==> config.mk <==
export PLATFORM = sky130hd
export DESIGN_NAME = tx_stream_ctrl
export DESIGN_NICKNAME = d
export VERILOG_FILES = /design/src/rtl/tx_stream_ctrl_pkg.sv /design/src/rtl/tx_stream_ctrl_sync_ff.sv /design/src/rtl/tx_stream_ctrl.sv
export SDC_FILE = /design/constraint.sdc
export NUM_CORES = 1
export LEC_CHECK = 0
export CORE_UTILIZATION = 50
export DETAILED_ROUTE_END_ITERATION = 12
export GPL_TIMING_DRIVEN = 1
export HOLD_SLACK_MARGIN = 0.05
export PLACE_DENSITY = 0.77
export REMOVE_ABC_BUFFERS = 1
export SYNTH_ARGS = -nofsm -noshare
export SYNTH_HDL_FRONTEND = slang
export SYNTH_SLANG_ARGS = --single-unit
export TNS_END_PERCENT = 1
==> constraint.sdc <==
create_clock -name clk_i -period 5.5 [get_ports clk_i]
set_input_delay 1.1 -clock clk_i [delete_from_list [all_inputs] [get_ports clk_i]]
set_output_delay 1.1 -clock clk_i [all_outputs]
set_load 0.01 [all_outputs]
==> src/rtl/tx_stream_ctrl_pkg.sv <==
// Shared types, codes and frame-size helper for the S/PDIF stream/config sequencer.
package tx_stream_ctrl_pkg;

    localparam logic [1:0] BIT_DEPTH_16  = 2'b00;
    localparam logic [1:0] BIT_DEPTH_24  = 2'b01;
    localparam logic [1:0] BIT_DEPTH_32  = 2'b10;
    localparam logic [1:0] BIT_DEPTH_DOP = 2'b11;

    localparam logic CHANNELS_MONO   = 1'b0;
    localparam logic CHANNELS_STEREO = 1'b1;

    localparam int unsigned CNT_W  = 4;
    localparam int unsigned DATA_W = 8;
    localparam int unsigned RATE_W = 3;
    localparam int unsigned DEPTH_W = 2;

    typedef enum logic [1:0] {
        ST_RUN    = 2'b00,
        ST_DRAIN  = 2'b01,
        ST_APPLY  = 2'b10,
        ST_SETTLE = 2'b11
    } state_t;

    typedef struct packed {
        logic [RATE_W-1:0]  sample_rate;
        logic [DEPTH_W-1:0] bit_depth;
        logic               channels;
    } cfg_t;

    // Bytes in one sample frame: bytes per sample, doubled for stereo.
    function automatic logic [CNT_W-1:0] frame_bytes(input logic [DEPTH_W-1:0] bit_depth,
                                                     input logic channels);
        logic [CNT_W-1:0] bps;
        case (bit_depth)
            BIT_DEPTH_16: bps = CNT_W'(2);
            BIT_DEPTH_24: bps = CNT_W'(3);
            default:      bps = CNT_W'(4);
        endcase
        return channels ? CNT_W'(bps << 1) : bps;
    endfunction

endpackage

==> src/rtl/tx_stream_ctrl_sync_ff.sv <==
// Two-stage synchronizer for a single asynchronous level.
module sync_ff #(
    parameter logic RESET_VAL = 1'b0
) (
    input  logic clk_i,
    input  logic reset_n_i,
    input  logic d_i,
    output logic q_o
);

    logic r_meta;
    logic r_sync;

    always_ff @(posedge clk_i or negedge reset_n_i) begin
        if (!reset_n_i) begin
            r_meta <= RESET_VAL;
            r_sync <= RESET_VAL;
        end else begin
            r_meta <= d_i;
            r_sync <= r_meta;
        end
    end

    assign q_o = r_sync;

endmodule

==> src/rtl/tx_stream_ctrl.sv <==
// Stream forwarder and frame-aligned configuration sequencer in front of the S/PDIF FIFO.
// Optional request validation (rejects 32-bit/DoP depths) is built when CFG_VALIDATE_EN is defined.
module tx_stream_ctrl
    import tx_stream_ctrl_pkg::*;
#(
    parameter int unsigned SETTLE_CLOCKS = 64,
    parameter int unsigned DRAIN_GUARD   = 16
) (
    input  logic               clk_i,
    input  logic               reset_n_i,
    input  logic               cfg_req_i,
    input  logic [RATE_W-1:0]  cfg_sample_rate_i,
    input  logic [DEPTH_W-1:0] cfg_bit_depth_i,
    input  logic               cfg_channels_i,
    output logic               cfg_ack_o,
    output logic               cfg_err_o,
    output logic               busy_o,
    input  logic [DATA_W-1:0]  s_data_i,
    input  logic               s_valid_i,
    output logic               s_ready_o,
    output logic               wr_en_o,
    output logic [DATA_W-1:0]  wr_data_o,
    input  logic               wr_afull_i,
    input  logic               wr_full_i,
    input  logic               streaming_i,
    output logic [RATE_W-1:0]  sample_rate_o,
    output logic [DEPTH_W-1:0] bit_depth_o,
    output logic               channels_o
);

    // Guard also spans the synchronizer depth so the flag seen is newer than the guard window.
    localparam int unsigned SYNC_STAGES = 2;
    localparam int unsigned GUARD_LIMIT = DRAIN_GUARD + SYNC_STAGES;
    localparam int unsigned GUARD_W     = $clog2(GUARD_LIMIT + 1);
    localparam int unsigned SETTLE_W    = (SETTLE_CLOCKS > 1) ? $clog2(SETTLE_CLOCKS) : 1;

    state_t                r_state;
    logic [CNT_W-1:0]      r_cnt;
    logic                  r_pending;
    cfg_t                  r_req;
    cfg_t                  r_cfg;
    logic [GUARD_W-1:0]    r_guard;
    logic [SETTLE_W-1:0]   r_settle;
    logic                  r_wr_en;
    logic [DATA_W-1:0]     r_wr_data;
    logic                  r_ack;
    logic                  r_err;

    logic                  w_streaming;
    logic                  w_boundary;
    logic                  w_busy;
    logic                  w_accept;
    logic                  w_req_seen;
    logic                  w_req_bad;
    logic                  w_req_take;
    logic                  w_guard_done;
    logic [CNT_W-1:0]      w_frame_bytes;
    cfg_t                  w_cfg_in;

    sync_ff #(
        .RESET_VAL (1'b0)
    ) u_streaming_sync (
        .clk_i     (clk_i),
        .reset_n_i (reset_n_i),
        .d_i       (streaming_i),
        .q_o       (w_streaming)
    );

    assign w_cfg_in.sample_rate = cfg_sample_rate_i;
    assign w_cfg_in.bit_depth   = cfg_bit_depth_i;
    assign w_cfg_in.channels    = cfg_channels_i;

    assign w_frame_bytes = frame_bytes(r_cfg.bit_depth, r_cfg.channels);
    assign w_boundary    = (r_cnt == '0);
    assign w_busy        = r_pending | (r_state != ST_RUN);
    assign w_guard_done  = (r_guard == GUARD_W'(GUARD_LIMIT));

`ifdef CFG_VALIDATE_EN
    assign w_req_bad = (cfg_bit_depth_i == BIT_DEPTH_32) || (cfg_bit_depth_i == BIT_DEPTH_DOP);
`else
    assign w_req_bad = 1'b0;
`endif

    assign w_req_seen = cfg_req_i & ~w_busy;
    assign w_req_take = w_req_seen & ~w_req_bad;

    // Ready is combinational so a full FIFO blocks the handshake in the same cycle.
    assign s_ready_o = (r_state == ST_RUN) & ~wr_afull_i & ~wr_full_i & ~(r_pending & w_boundary);
    assign w_accept  = s_valid_i & s_ready_o;

    always_ff @(posedge clk_i or negedge reset_n_i) begin
        if (!reset_n_i) begin
            r_state           <= ST_SETTLE;
            r_settle          <= SETTLE_W'(SETTLE_CLOCKS - 1);
            r_cnt             <= '0;
            r_pending         <= 1'b0;
            r_req             <= '0;
            r_cfg.sample_rate <= '0;
            r_cfg.bit_depth   <= BIT_DEPTH_16;
            r_cfg.channels    <= CHANNELS_STEREO;
            r_guard           <= '0;
            r_wr_en           <= 1'b0;
            r_wr_data         <= '0;
            r_ack             <= 1'b0;
            r_err             <= 1'b0;
        end else begin
            r_wr_en <= w_accept;
            r_ack   <= 1'b0;
            r_err   <= w_req_seen & w_req_bad;
            if (w_accept) begin
                r_wr_data <= s_data_i;
                r_cnt     <= (r_cnt == w_frame_bytes - CNT_W'(1)) ? '0 : r_cnt + CNT_W'(1);
            end

            case (r_state)
                ST_RUN: begin
                    if (w_req_take) begin
                        r_req     <= w_cfg_in;
                        r_pending <= 1'b1;
                    end
                    // A byte taken on the boundary starts a new frame, so the stop waits for its end.
                    if ((r_pending | w_req_take) && w_boundary && !w_accept) begin
                        r_state <= ST_DRAIN;
                        r_guard <= '0;
                    end
                end
                ST_DRAIN: begin
                    if (r_wr_en) begin
                        r_guard <= '0;
                    end else if (!w_guard_done) begin
                        r_guard <= r_guard + GUARD_W'(1);
                    end
                    if (!r_wr_en && w_guard_done && !w_streaming) begin
                        r_state   <= ST_APPLY;
                        r_cfg     <= r_req;
                        r_ack     <= 1'b1;
                        r_pending <= 1'b0;
                        r_cnt     <= '0;
                    end
                end
                ST_APPLY: begin
                    r_state  <= ST_SETTLE;
                    r_settle <= SETTLE_W'(SETTLE_CLOCKS - 1);
                end
                ST_SETTLE: begin
                    if (r_settle == '0) begin
                        r_state <= ST_RUN;
                    end else begin
                        r_settle <= r_settle - SETTLE_W'(1);
                    end
                end
                default: r_state <= ST_SETTLE;
            endcase
        end
    end

    assign busy_o        = w_busy;
    assign cfg_ack_o     = r_ack;
    assign cfg_err_o     = r_err;
    assign wr_en_o       = r_wr_en;
    assign wr_data_o     = r_wr_data;
    assign sample_rate_o = r_cfg.sample_rate;
    assign bit_depth_o   = r_cfg.bit_depth;
    assign channels_o    = r_cfg.channels;

endmodule

**Word-level counts from Yosys, hierarchy flattened**

Cells that the tools add are included.

- Register bits: 42
- Input bits: 21
- Output and inout port bits: 19

- Add/sub/neg operators: 4
- Eq/ne operators: 12
- Multiplexer cells: 21
- Bitwise logic cells: 12
- Reduce and logical (&&, ||, !) cells: 20

Operators with widths:

| operator | number |
|---|---|
| two-way mux 4 bit | 5 |
| two-way mux 5 bit | 3 |
| one-hot mux 6 bit (2 select lines) | 1 |
| one-hot mux 5 bit (2 select lines) | 1 |
| AND reduction 3 bit | 3 |
| inequality test 2 bit, second input constant | 4 |
| one-hot mux 2 bit (4 select lines) | 1 |
| AND 1 bit | 6 |
| zero test 6 bit | 1 |
| two-way mux 2 bit | 3 |
| two-way mux 6 bit | 1 |
| one-hot mux 3 bit (2 select lines) | 1 |
| AND reduction 2 bit | 3 |
| nonzero test 2 bit | 3 |
| subtractor 6 x 1 -> 6 bit, second input constant | 1 |
| adder 5 x 1 -> 5 bit, second input constant | 1 |
| equality test 5 bit, second input constant | 1 |
| adder 4 x 1 -> 4 bit, second input constant | 1 |
| equality test 2 x 1 -> 1 bit, second input constant | 2 |
| equality test 2 bit, second input constant | 2 |
| equality test 4 bit | 1 |
| logical AND 1 bit | 4 |
| zero test 2 bit | 2 |
| zero test 4 bit | 1 |
| 8 further kinds | 17 |

**Logic depth before layout (Yosys ltp)**

Gate-level depths: netlist of run 1.

- Depth after elaboration: 9
- Gate-level depth with buffers: 8
- Mapped depth without buffers: 7

**Hierarchy**

A second synthesis of run 1 with hierarchy kept.

- Cells, all modules: 215
- Area total of the unflattened synthesis: 2104.5 sq um

By module, submodules not included:

| module | instances | cells an instance | area an instance (sq um) | sequential area each (sq um) |
|---|---|---|---|---|
| tx_stream_ctrl | 1 | 213 | 2054.5 | 1012.2 |
| sync_ff | 1 | 2 | 50.0 | 50.0 |

**Least setup slack after synthesis of run 1**

Ideal clock, no wire load.

- Path kind: input port to output port
- Start point: in wr_afull_i
- End point: out s_ready_o
- Arrival: 1421 ps
- Required time: 4400 ps
- Path slack: 2979 ps
- Stages on the path: 1
- Buffers on the path: 0
- Cells stage by stage: nor3b_1

- Longest elaborated chain between the ends: 4

RTL lines:

| what | RTL line | RTL |
|---|---|---|
| start: declaration | tx_stream_ctrl.sv:23 | `input logic wr_afull_i,` |
| NOT 1 bit | tx_stream_ctrl.sv:88 | `assign s_ready_o = (r_state == ST_RUN) & ~wr_afull_i & ~wr_full_i & ~(r_pending & w_boundary);` |
| AND 1 bit (3 in a row) | tx_stream_ctrl.sv:88 |  |
| end: declaration | tx_stream_ctrl.sv:20 | `output logic s_ready_o,` |

Every way passes these cells.

**Final worst setup path of run 1**

Ends and elaborated chain as after synthesis.

==> key figures, run 1 <==
Pwr
  • Power per Cell Area: 333 nW/um^2
  • Peak supply drop: 188 uV
  • Total power of the final layout: 887 uW
  • Cell leakage power: 1.24 nW

Yosys
  • Post-synth top flop: sky130_fd_sc_hd__dfrtp_1
  • Top cells by area in the synthesized netlist: sky130_fd_sc_hd__dfrtp_1 38%, sky130_fd_sc_hd__dfstp_2 11%, sky130_fd_sc_hd__nand2_1 7.0%
  • Share of the yosys chip area belonging to registers: 48.6%
  • Leading post-synthesis cells by instance count: 41 x sky130_fd_sc_hd__nand2_1, 33 x sky130_fd_sc_hd__dfrtp_1, 14 x sky130_fd_sc_hd__inv_1
  • FFs w/ async S/R, synth: 100%
  • Number of enable flip-flop cells after synthesis: 0
  • Yosys warns: 0
  • Library cells used by synthesis: 49
  • Most instantiated library cell after synthesis: sky130_fd_sc_hd__nand2_1
  • Library cell occupying the most area in the post-synthesis netlist: sky130_fd_sc_hd__dfrtp_1
  • Share of the synthesized area in the top cell type: 37.8%
  • Number of synthesized register bits: 42
  • Post-Syn Area per Cell: 10.1 um^2
  • Netlist area before placement: 2190 um^2
  • Post-synthesis instance total: 217

Run status
  • Status: finished clean

Setup path
  • Worst Path Required: 4.40 ns
  • Peak fanout along the critical path: 3
  • Arrival time at the worst endpoint: 2.31 ns
  • Cells traversed along the worst timing path: clkdlybuf4s50_1 -> nor3b_1 -> clkdlybuf4s50_1
  • Delay contributed by the slowest stage of the critical path: 0.56 ns
  • Type of the worst setup path: input port to output pin
  • Worst setup SP type: input port
  • Standard cell with the maximum stage delay on the critical path: sky130_fd_sc_hd__clkdlybuf4s50_1
  • Most prevalent standard cell on the critical path: sky130_fd_sc_hd__clkdlybuf4s50_1
  • Critical Path Sink Type: output pin

CTS
  • Post-CTS setup buffer count: 0
  • Source-to-sink clock delay at the later pin of the worst-skew pair: 0.29 ns
  • Depth of the CTS H-tree: 2
  • TritonCTS clock tree: yes
  • Clock edge transition at the registers on the reported setup and hold paths: 0.08 ns
  • Cell at the root of the clock tree: sky130_fd_sc_hd__clkbuf_8
  • # resized after CTS: 0
  • Number of clock buffers inserted by TritonCTS: 5
  • Maximum buffer depth of the clock tree: 2
  • Num Clock Sinks: 42
  • Cts hold-fix bufs: 0

Global routing
  • Total global routing track utilization: 20.5%
  • Wire length of the first global-routing pass: 7030 um
  • Vias in the first global route: 1590
  • Antenna violations before repair: 0
  • GRT Residual Overflow: 0
  • Pin count of the biggest net entering global routing: 43

STA
  • Fmax achieved: 293 MHz
  • Number of hold-slack violations in the final timing report: 0
  • Total Neg Setup Slack: 0 ns
  • Worst-case headroom to the max-slew limit: 39.1%
  • Clock period minus final worst setup slack: 3.41 ns
  • Unrepaired setup endpoints after global routing: false
  • # setup viols final: 0
  • Setup clock skew after layout: 0.00741 ns
  • Fraction of the cycle the final worst path needs: 62.0%
  • Tightest Pin Transition: 0.913 ns
  • Max-slew violation count: 0

Place
  • Routability Congestion: 0.732
  • Total half-perimeter wirelength after legalization and detailed placement: 2900 um
  • Count of buffers from port buffering: 38

Floorplan
  • Number of placement rows: 23
  • Initial standard-cell utilization of the core: 53.5%
  • Area of the core: 4090 um^2
  • Overall die height: 68.1 um
  • Die area: 4640 um^2
  • Die W: 68.1 um
  • Num ports: 40

Route
  • Via Count: 1660
  • Met1 WL: 1900 um
  • Via count normalized by instance count: 5.42
  • Starting DRT DRC Count: 84
  • Routed len/inst: 13.4 um
  • Routed wl met3: 143 um
  • Met2 Wirelength: 2000 um
  • Remaining number of nets flagged by the antenna check after routing: 0
  • Total DRC errors in the routed layout: 0
  • Highest metal layer used by the detailed router: met4
  • Total iterations of the first detailed-routing run: 4
  • Total Wirelength: 4090 um

Flow run
  • Max-cap violations: 0

Finish
  • Fraction of layout cells with a size suffix above 1: 12.5%
  • Number of diodes added for antenna fixing: 0
  • Layout Nets: 288
  • Layout-stage area growth over the synthesis result: 21.9%

Worst hold path
  • Worst min-delay path class: register to register
[kinds of logic after synthesis]
| group | synth area share (%) |
|---|---|
| adders and majority gates | 6.87 |
| DFF | 48.6 |
| xor gates and xnor gates | 2.40 |
| buffers and inverters | 4.41 |
| AOI/OAI and AO/OA | 10.9 |
| and+or+nand+nor | 21.0 |
| other | 0.172 |
| muxes | 5.67 |
[per-stage QoR]
step | cell area (um^2) | utilization (%) | setup slack, ns | hold slack (ns) | instances
floorplan | 2150 | - | 2.98 | 0.331 | 210
global placement | 2580 | 63.2 | 2.12 | 0.335 | 298
detailed placement | 2580 | 63.2 | 2.10 | 0.336 | 298
CTS | 2660 | 65.2 | 2.09 | 0.355 | 306
global route | 2660 | 65.2 | 2.05 | 0.359 | 306
finish | 2660 | 65.2 | 2.09 | 0.358 | 306
[cells in the final DEF, fill, tap and decap left out, drive strengths merged, types with 2 or more instances in the layout]
cell type / instances
nand2: 41
clkdlybuf4s50: 37
dfrtp: 33
inv: 15
o21ai: 14
ha: 12
nand3: 10
dfstp: 9
a21oi: 9
mux2: 8
clkbuf: 8
nor2: 7
xnor2: 5
o31ai: 5
nor3b: 4
nand2b: 3
mux2i: 3
o41ai: 3
nor3: 3
or3: 2
or4: 2
nor2b: 2
o31a: 2
nand4bb: 2
nor4: 2
nand3b: 2
[per-layer routing]
metal / global-route usage, % / vias to the layer above
li1: - / 823
met3: 5.00 / 6
met1: 25.6 / 795
met4: 6.25 / 0
met2: 34.8 / 36
met5: 0 / -
[final timing paths]
check / from / to / slack (ns) / cells after the start
min reg2reg: u_streaming_sync.r_meta$_DFF_PN0_ / u_streaming_sync.q_o$_DFF_PN0_ / 0.36 / 0
max reg2reg: r_state[1]$_DFFE_PN1P_ / r_cnt[3]$_DFF_PN0_ / 3.09 / 7
min: u_streaming_sync.r_meta$_DFF_PN0_ / u_streaming_sync.q_o$_DFF_PN0_ / 0.36 / 0
max: wr_afull_i / s_ready_o / 2.09 / 3
min in group asynchronous: reset_n_i / r_guard[3]$_DFFE_PN0P_ / 0.93 / 1
max in group asynchronous: reset_n_i / r_req[2]$_DFFE_PN0P_ / 3.99 / 1
[registers in the layout, indices dropped and copies added (netlist names), 2 cells and up]
signal,count
sample_rate_o,3
r_cnt,4
r_req,6
wr_data_o,8
r_settle,6
bit_depth_o,2
r_guard,5
r_state,2
[where the power goes]
group	total, mW	leakage [nW]	switching, mW	internal (mW)
Clock	0.189	0.0395	0.0992	0.0902
Sequential	0.405	0.541	0.0411	0.364
Combinational	0.292	0.657	0.155	0.137
Total	0.887	1.24	0.295	0.591
[critical path: cells and delay by family]
kind | cells | cell delay (ns)
AND/OR/NAND/NOR | 1 | 0.22
buffers and inverters | 2 | 0.99
[cell type report]
cell class / instances / area, um^2
sequential: 42 / 1060
fill: 350 / 1420
inverter: 15 / 56.3
clock buffer: 8 / 80.1
tap: 50 / 62.6
multi-input combinational: 153 / 1030
timing repair buffer: 38 / 375
(Power assumes the default switching activity.)
==> run 2, diff against run 1 <==
- clock period: 5.5 -> 3.2 ns (I/O delays scaled with it)
==> run 2 against run 1 <==
Effect of this change: global-route usage decreased by 0.87 points; via count decreased by 1.7%; clock power increased by 81%; sequential power increased by 71%; count of clock-buffer cells in the layout decreased by 1; critical path depth increased by 3; critical path type is now register to output pin; critical endpoint unchanged.
==> key figures, run 2 (synthesis results as in run 1) <==
Pwr
  • Fraction of power consumed by combinational cells: 32.8% (was 33.0%)
  • Power per Cell Area: 574 nW/um^2 (was 333 nW/um^2)
  • Switching power total: 504 uW (was 295 uW)
  • Sequential fraction of design power: 44.9% (was 45.7%)
  • Cell-internal power: 1.04 mW (was 591 uW)
  • Cell leakage power: 1.25 nW (was 1.24 nW)
  • Switching share of total power: 32.8% (was 33.3%)
  • Peak supply drop: 344 uV (was 188 uV)
  • Clock network fraction of total power: 22.2% (was 21.4%)

Floorplan
  • Overall die height: 68.1 um (unchanged)
  • Die area: 4640 um^2 (unchanged)
  • Initial standard-cell utilization of the core: 53.5% (unchanged)
  • Number of placement rows: 23 (unchanged)
  • Num ports: 40 (unchanged)
  • Die W: 68.1 um (unchanged)
  • Area of the core: 4090 um^2 (unchanged)

Finish
  • Core utilization of the finished layout: 65.6% (was 65.2%)
  • Layout-stage area growth over the synthesis result: 22.7% (was 21.9%)
  • Number of inserted filler cells in the final layout: 324 (was 350)
  • Fraction of layout cells with a size suffix above 1: 13.6% (was 12.5%)
  • Layout Nets: 289 (was 288)
  • Final cell count without fillers: 307 (was 306)
  • Most common cell after layout, fill and taps aside: sky130_fd_sc_hd__nand2_1 (unchanged)
  • Max FFs per register: 8 (unchanged)
  • Most used cells in the layout excluding fill and tap cells: 41 x sky130_fd_sc_hd__nand2_1, 37 x sky130_fd_sc_hd__clkdlybuf4s50_1, 33 x sky130_fd_sc_hd__dfrtp_1, 14 x sky130_fd_sc_hd__inv_1, 12 x sky130_fd_sc_hd__ha_1 (unchanged)
  • Number of diodes added for antenna fixing: 0 (unchanged)

Global routing
  • Antenna violations before repair: 0 (unchanged)
  • Wire length of the first global-routing pass: 6690 um (was 7030 um)
  • Vias in the first global route: 1531 (was 1590)
  • Total global routing track utilization: 19.6% (was 20.5%)
  • Pin count of the biggest net entering global routing: 43 (unchanged)
  • GRT Residual Overflow: 0 (unchanged)

STA
  • Worst-case headroom to the max-slew limit: 40.1% (was 39.1%)
  • Setup clock skew after layout: 0.0107 ns (was 0.00741 ns)
  • Max-slew violation count: 0 (unchanged)
  • Total Neg Setup Slack: 0 ns (unchanged)
  • Fmax achieved: 358 MHz
  • # setup viols final: 0 (unchanged)
  • Tightest Pin Transition: 0.899 ns (was 0.913 ns)
  • Number of hold-slack violations in the final timing report: 0 (unchanged)
  • Unrepaired setup endpoints after global routing: false (unchanged)
  • Clock period minus final worst setup slack: 2.79 ns
  • Fraction of the cycle the final worst path needs: 87.3%

Place
  • Count of placed standard cells including taps: 299 (was 298)
  • Count of buffers from port buffering: 38 (unchanged)
  • Routability Congestion: 0.765 (was 0.732)
  • Total half-perimeter wirelength after legalization and detailed placement: 2870 um (was 2900 um)

Setup path
  • R2r setup slk: 0.80 ns (was 3.09 ns)
  • Critical R2R Capture: r_cnt[3]$_DFF_PN0_ (unchanged)
  • Capturing instance or port of the critical path: s_ready_o (unchanged)
  • Peak fanout along the critical path: 5 (was 3)
  • RR Startpoint: r_state[1]$_DFFE_PN1P_ (unchanged)
  • Worst setup startpoint: r_cnt[0]$_DFF_PN0_ (was wr_afull_i)
  • Critical Path Sink Type: output pin (unchanged)
  • Type of the worst setup path: register to output pin (was input port to output pin)
  • Worst Path Required: 2.56 ns (was 4.40 ns)
  • Worst setup SP type: register (was input port)
  • Reg2Reg Depth: 7 (unchanged)
  • Arrival time at the worst endpoint: 2.15 ns (was 2.31 ns)

Route
  • Routed len/inst: 13.2 um (was 13.4 um)
  • Total Wirelength: 4040 um (was 4090 um)
  • Via Count: 1632 (was 1660)
  • Remaining number of nets flagged by the antenna check after routing: 0 (unchanged)
  • Total DRC errors in the routed layout: 0 (unchanged)
  • Via count normalized by instance count: 5.32 (was 5.42)
  • Total iterations of the first detailed-routing run: 4 (unchanged)
  • Starting DRT DRC Count: 70 (was 84)

CTS
  • Post-CTS setup buffer count: 0 (unchanged)
  • Number of clock buffers inserted by TritonCTS: 5 (unchanged)
  • Cell at the root of the clock tree: sky130_fd_sc_hd__clkbuf_8 (unchanged)
  • Clock edge transition at the registers on the reported setup and hold paths: 0.07 ns (was 0.08 ns)
  • # resized after CTS: 0 (unchanged)
  • Depth of the CTS H-tree: 2 (unchanged)
  • Num Clock Sinks: 42 (unchanged)
  • Source-to-sink clock delay at the later pin of the worst-skew pair: 0.29 ns (about the same)
  • Maximum buffer depth of the clock tree: 2 (unchanged)
  • Cts hold-fix bufs: 0 (unchanged)
  • TritonCTS clock tree: yes (unchanged)

Flow run
  • Max-cap violations: 0 (unchanged)

Run status
  • Status: finished clean (unchanged)

Worst hold path
  • Worst min-delay path class: register to register (unchanged)
[run 2: cell count changes in the layout (fill, tap and decap cells not counted), sizes merged]
cell and delta:
clkbuf -1, clkinv +1, buf +1
[run 2: stage by stage]
step / setup slack [ns] / total power, mW / hold WS [ns] / instance area, um^2
finish: 0.406 / 1.54 / 0.351 / 2680
global route: 0.202 / 1.64 / 0.359 / 2680
CTS: 0.371 / 1.56 / 0.354 / 2680
detailed placement: 0.707 / 1.21 / 0.338 / 2590
global placement: 0.739 / 1.19 / 0.335 / 2590
floorplan: 1.16 / 1.04 / 0.331 / 2150
[run 2: cell type report]
class / count / area (um^2) / area share (%)
repair buffers: 39 / 383 / 14.3
clock buffers: 7 / 86.3 / 3.22
flip-flops and latches: 42 / 1060 / 39.6
multi-input cells: 153 / 1030 / 38.3
inverters: 15 / 56.3 / 2.10
well taps: 50 / 62.6 / 2.33
clock inverters: 1 / 5.00 / 0.187
[run 2: power by group through the flow]
stage | clock, mW | sequential (mW) | combinational, mW
6_report | 0.342 | 0.692 | 0.505
2_1_floorplan | 0 | 0.699 | 0.337
4_1_cts | 0.355 | 0.692 | 0.511
5_1_grt | 0.373 | 0.705 | 0.566
3_3_place_gp | 0 | 0.696 | 0.493
3_5_place_dp | 0 | 0.701 | 0.506
[run 2: worst max-delay path, stage by stage (launching register included)]
cell and delay (ns):
sky130_fd_sc_hd__dfrtp_1 0.42, sky130_fd_sc_hd__inv_1 0.08, sky130_fd_sc_hd__ha_1 0.21, sky130_fd_sc_hd__nor3b_2 0.18, sky130_fd_sc_hd__a21oi_1 0.22, sky130_fd_sc_hd__nor3b_1 0.20
sky130_fd_sc_hd__clkdlybuf4s50_1 0.56
[run 2: worst min path at each step]
stage                                 startpoint                              to  slack, ns  depth (start not counted)
6_report       u_streaming_sync.r_meta$_DFF_PN0_  u_streaming_sync.q_o$_DFF_PN0_       0.35                          0
5_1_grt        u_streaming_sync.r_meta$_DFF_PN0_  u_streaming_sync.q_o$_DFF_PN0_       0.36                          0
4_1_cts        u_streaming_sync.r_meta$_DFF_PN0_  u_streaming_sync.q_o$_DFF_PN0_       0.35                          0
3_5_place_dp   u_streaming_sync.r_meta$_DFF_PN0_  u_streaming_sync.q_o$_DFF_PN0_       0.34                          0
3_3_place_gp   u_streaming_sync.r_meta$_DFF_PN0_  u_streaming_sync.q_o$_DFF_PN0_       0.33                          0
2_1_floorplan  u_streaming_sync.r_meta$_DFF_PN0_  u_streaming_sync.q_o$_DFF_PN0_       0.33                          0
[run 2: per-layer routing]
layer | part of all wire [%] | vias to the layer above | global-route usage [%] | wire length, um
met4 | 0.79 | 0 | 5.99 | 32
met2 | 47 | 29 | 32.4 | 1910
li1 | - | 823 | - | -
met3 | 3.7 | 4 | 5.00 | 149
met1 | 48 | 776 | 25.2 | 1950
met5 | 0 | - | 0 | 0
